<file path="src/rtl/mul_share_arbiter.sv">
// Round-robin front end that shares one pipelined multiplier among N_REQ requesters.
// A {valid, id} tag pipeline matches the multiplier depth so each product returns with its requester ID.
module mul_share_arbiter #(
    parameter int N_REQ  = 4,
    parameter int STAGES = 2,
    parameter int IA_W   = 16,
    parameter int IB_W   = 16,
    localparam int MUL_W = IA_W + IB_W,
    localparam int IDX_W = (N_REQ > 2) ? $clog2(N_REQ) : 1,
    localparam int CNT_W = $clog2(STAGES + 2)
) (
    input  logic                  i_clk,
    input  logic                  i_rstn,
    input  logic                  i_flush,
    input  logic [N_REQ-1:0]      i_req_valid,
    input  logic [N_REQ*IA_W-1:0] i_req_a,
    input  logic [N_REQ*IB_W-1:0] i_req_b,
    output logic [N_REQ-1:0]      o_req_ready,
    output logic [IA_W-1:0]       o_mul_a,
    output logic [IB_W-1:0]       o_mul_b,
    output logic                  o_mul_en,
    input  logic [MUL_W-1:0]      i_mul_prod,
    output logic                  o_res_valid,
    output logic [IDX_W-1:0]      o_res_id,
    output logic [MUL_W-1:0]      o_res_prod,
    input  logic                  i_res_ready,
    output logic [CNT_W-1:0]      o_inflight
);
    logic [IDX_W-1:0]   ptr;
    logic [2*N_REQ-1:0] req_dbl;
    logic [N_REQ-1:0]   req_rot;
    logic               grant_vld;
    logic [IDX_W-1:0]   grant_idx;
    logic               head_vld;
    logic [IDX_W-1:0]   head_id;
    logic               stall;
    logic               issue_vld;
    logic               op_vld;
    logic [CNT_W-1:0]   inflight;

    function automatic logic [IDX_W-1:0] wrap_add(input logic [IDX_W-1:0] base, input int k);
        int s;
        s = int'(base) + k;
        if (s >= N_REQ) s = s - N_REQ;
        return IDX_W'(s);
    endfunction

    // Rotate the valids so position 0 is the requester the pointer favours.
    assign req_dbl = {i_req_valid, i_req_valid};
    assign req_rot = N_REQ'(req_dbl >> ptr);

    always_comb begin
        grant_vld = 1'b0;
        grant_idx = '0;
        for (int k = 0; k < N_REQ; k++) begin
            if (!grant_vld && req_rot[k]) begin
                grant_vld = 1'b1;
                grant_idx = wrap_add(ptr, k);
            end
        end
    end

    assign stall     = head_vld & ~i_res_ready;
    assign issue_vld = grant_vld & ~stall & ~i_flush & i_rstn;
    assign o_mul_en  = ~stall;

    // With no pipeline the operands must stay visible while the result waits for ready.
    assign op_vld      = (STAGES == 0) ? head_vld : issue_vld;
    assign o_req_ready = issue_vld ? (N_REQ'(1) << grant_idx) : '0;
    assign o_mul_a     = op_vld ? i_req_a[grant_idx*IA_W +: IA_W] : '0;
    assign o_mul_b     = op_vld ? i_req_b[grant_idx*IB_W +: IB_W] : '0;

    always_ff @(posedge i_clk or negedge i_rstn) begin
        if (!i_rstn) begin
            ptr <= '0;
        end else if (issue_vld) begin
            ptr <= wrap_add(grant_idx, 1);
        end
    end

    generate
        if (STAGES > 0) begin : g_pipe
            logic [STAGES-1:0] tag_vld;
            logic [STAGES-1:0] vld_nxt;
            logic [IDX_W-1:0]  tag_id [STAGES];

            always_comb begin
                vld_nxt = tag_vld;
                if (i_flush) begin
                    vld_nxt = '0;
                end else if (!stall) begin
                    vld_nxt[0] = issue_vld;
                    for (int i = 1; i < STAGES; i++) vld_nxt[i] = tag_vld[i-1];
                end
            end

            // o_inflight is the popcount of the valids being loaded, so it tracks the pipe exactly.
            always_ff @(posedge i_clk or negedge i_rstn) begin
                if (!i_rstn) begin
                    tag_vld  <= '0;
                    inflight <= '0;
                end else begin
                    tag_vld  <= vld_nxt;
                    inflight <= CNT_W'($countones(vld_nxt));
                end
            end

            always_ff @(posedge i_clk) begin
                if (!stall) begin
                    tag_id[0] <= grant_idx;
                    for (int i = 1; i < STAGES; i++) tag_id[i] <= tag_id[i-1];
                end
            end

            assign head_vld = tag_vld[STAGES-1];
            assign head_id  = tag_id[STAGES-1];
        end else begin : g_comb
            assign head_vld = grant_vld & ~i_flush & i_rstn;
            assign head_id  = grant_idx;
            assign inflight = '0;
        end
    endgenerate

    assign o_res_valid = head_vld;
    assign o_res_id    = head_id;
    assign o_res_prod  = i_mul_prod;
    assign o_inflight  = inflight;
endmodule

</file>
<file path="config.mk">
export PLATFORM = sky130hd
export DESIGN_NAME = mul_share_arbiter
export DESIGN_NICKNAME = d
export VERILOG_FILES = /design/src/rtl/mul_share_arbiter.sv
export SDC_FILE = /design/constraint.sdc
export NUM_CORES = 1
export LEC_CHECK = 0
export CAP_MARGIN = 30
export CORE_MARGIN = 5
export CORE_UTILIZATION = 23
export CTS_CLUSTER_SIZE = 12
export DETAILED_ROUTE_END_ITERATION = 12
export HOLD_SLACK_MARGIN = 0.15
export PLACE_DENSITY = 0.9
export SYNTH_ARGS = -nofsm -noshare
export SYNTH_HDL_FRONTEND = slang
export SYNTH_SLANG_ARGS = --single-unit
</file>
<file path="constraint.sdc">
create_clock -name i_clk -period 1.8 [get_ports i_clk]
set_input_delay 0.36 -clock i_clk [delete_from_list [all_inputs] [get_ports i_clk]]
set_output_delay 0.36 -clock i_clk [all_outputs]
set_load 0.05 [all_outputs]
</file>
==> out/results.ini <==
[place]
place_ws_ns=-0.847
placed_area_sq_um=4370
gp_congestion=0.912
dp_hpwl_um=7100
place_inst=452
numPortBuffers=177

[synthesis]
ys_seq_area_share_pct=15.0
yosysTopAreaCell=mux2i_1
synth_top_area_share_pct=36.1
syn_nets=362
synth_area_leaders=mux2i_1, buf_4, o22ai_1, dfrtp_1, edfxtp_1
synth_cell_types=27
yosysWarnings=0
avgSynthCellArea_sq_um=9.55
netlist_instances=189
synth_area_sq_um=1800
ys_seq_elements=10

[routing]
wl_um=9830
first_pass_iters=4
drc=0
via_per_inst=4.72
wl_per_cell_um=20.8
drt_iter0_drc=29
num_vias=2230
postRouteAntennaNets=0

[clocking]
cts_max_level=1
clk_pin_slew_ns=0.05
clk-insertion-delay-late_ns=0.24
cts_hold_buf=0
clock-sinks=10
cts_tree=yes
cts_inserted_buffers=3
root_buffer=clkbuf_8
clock_path_buffers=2

[power_and_ir_drop]
p_per_area_nw_per_um2=886
vdd_drop_max_mv=0.413
finalPower_mw=4.66
p_leak_nw=1.92

[sta]
fin_ws_ns=-0.614
rsz0062_at_grt=yes
holdWs_ns=0.425
maxSlewViolCount=0
fin_setup_tns_ns=-20.18
final_hold_viol_count=0
clock.fmax_mhz=414
finClkSkew_ns=0.00198
final-setup-viol-count=37
final_period_minus_worst_setup_slack_ns=2.41
fin_crit_sh_pct=134
relSlewSlack_pct=78.1
worst_pin_slew_ns=0.320

[die]
rows=32
die_area_sq_um=9720
ioPinCount=242
die_width_um=98.6
die-height_um=98.6
start_util_pct=23.5
core_area_sq_um=7690

[setup_path]
critPathArrivalTime_ns=2.05
cpPeakStageDelay_ns=0.43
reg2reg_slack_ns=-0.13
cp_max_fo=7
critPathLaunchType=flop
reg2reg_from=ptr[1]
cp.required_ns=1.44
cpMaxStageDelayCell=dfrtp_2
crit_type=flop to output pin
r2r-end=ptr[1]
crit_chain=a21oi_2, o21ai_2, o2bb2a_4, buf_12, buf_8, mux2i_2, o22ai_4, buf_12
worstSetupEndpointType=output pin
reg2reg_depth=9
crit_top_cell=buf_12

[global_routing]
grt.total_usage_pct=18.5
grt_first_pass_wirelength_um=14300
grt_pass1_vias=2588
antenna_found_initial=0
grt_overflow=0
grt_max_degree=14

[finish]
final_cell_mix=clkdlybuf4s50_1, buf_12, o22ai_4
fill_cells=520
drive_gt1_share_pct=53.8
layout.cells.non_filler=472
mostFrequentLayoutCell=clkdlybuf4s50_1
n_antenna_cell=0
nNetsFinal=544
final_util_pct=68.4
areaGrowthSynthToFinish_pct=191
stdcell_area_sq_um=5260

[run_status]
status=complete, but fails checks
violations=setup timing

[min_path]
whs_endpoint=g_pipe.tag_id[0][2]
hp-start=g_pipe.tag_id[0][0]
hold_class=flop to flop
holdPathStages=0

[flow_run]
cap_viol_max_count=0

-- synth_stat cells --
| master | count |
|---|---|
| mux2i_1 | 65 |
| buf_4 | 34 |
| o22ai_1 | 32 |
| dfrtp_1 | 6 |
| buf_12 | 5 |
| ha_1 | 5 |
| a21oi_1 | 4 |
| and2_1 | 4 |
| buf_2 | 4 |
| edfxtp_1 | 4 |
| inv_1 | 4 |
| nor2_1 | 4 |
| bufbuf_8 | 2 |
| clkbuf_1 | 2 |
| o21ai_1 | 2 |
| and3_1 | 1 |
| buf_6 | 1 |
| inv_2 | 1 |
| mux2_1 | 1 |
| nand2_1 | 1 |
| nand2_2 | 1 |
| nand2b_1 | 1 |
| nor2b_1 | 1 |
| nor3_2 | 1 |
| nor4_1 | 1 |
| nor4b_4 | 1 |
| o2bb2a_4 | 1 |
-- worst max path at each step --
stage,start,to
floorplan,g_pipe.tag_vld[1],o_mul_a[0]
global placement,i_req_valid[0],o_mul_b[7]
detailed placement,i_req_valid[0],o_mul_b[7]
CTS,ptr[1],o_mul_a[8]
global route,ptr[1],o_mul_b[0]
finish,ptr[1],o_mul_b[0]
-- registers in the layout, summed over array words and instances, names as in the netlist --
| signal | count |
|---|---|
| g_pipe.tag_id | 4 |
| g_pipe.tag_vld | 2 |
| ptr | 2 |
| o_inflight | 2 |
-- what timing repair did --
| item | CTS | global route |
|---|---|---|
| pin swaps | 14 | 6 |
| cloned | 5 | 2 |
| setup endpoints to repair | 41 | 39 |
| gates resized for setup | 87 | 41 |
| buffers inserted | 6 | 3 |
-- cell type report --
cell class              instances  area [sq um]  share of cell area [%]
clock buffers                   4          55.1                    1.05
inverters                       5          21.3                   0.405
multi-input cells             126          2010                    38.3
flip-flops and latches         10           273                    5.19
well taps                     102           128                    2.43
repair buffers                225          2770                    52.6
-- critical path, delay by kind of cell, from the launching register on --
| kind | cells | cell delay, ns |
|---|---|---|
| multiplexers | 1 | 0.33 |
| AO/OA/AOI/OAI | 4 | 0.59 |
| flip-flops | 1 | 0.43 |
| buffers and inverters | 3 | 0.45 |
-- cell families (layout without fill, tap and decap cells) --
logic type               count (synthesis)  count (layout)  share of synthesized area, %
flip-flops                              10              10                          15.0
buffers and inverters                   53             234                          25.0
AO/OA/AOI/OAI                           39              39                          13.9
AND/OR/NAND/NOR                         16              16                          6.03
adder cells (fa/ha/maj)                  5               5                          3.47
multiplexers                            66              66                          36.7
-- routing by layer --
metal / global-route usage (%) / part of all wire [%]
met3: 3.82 / 6.2
met5: 0 / 0
met1: 20.1 / 35
met2: 36.3 / 56
met4: 4.52 / 2.4
-- power by group --
part | switching (mW) | internal [mW]
clock network | 0.0872 | 0.192
logic | 1.83 | 2.22
registers | 0.0302 | 0.303
Note: power is estimated with default switching activity, not from simulation.
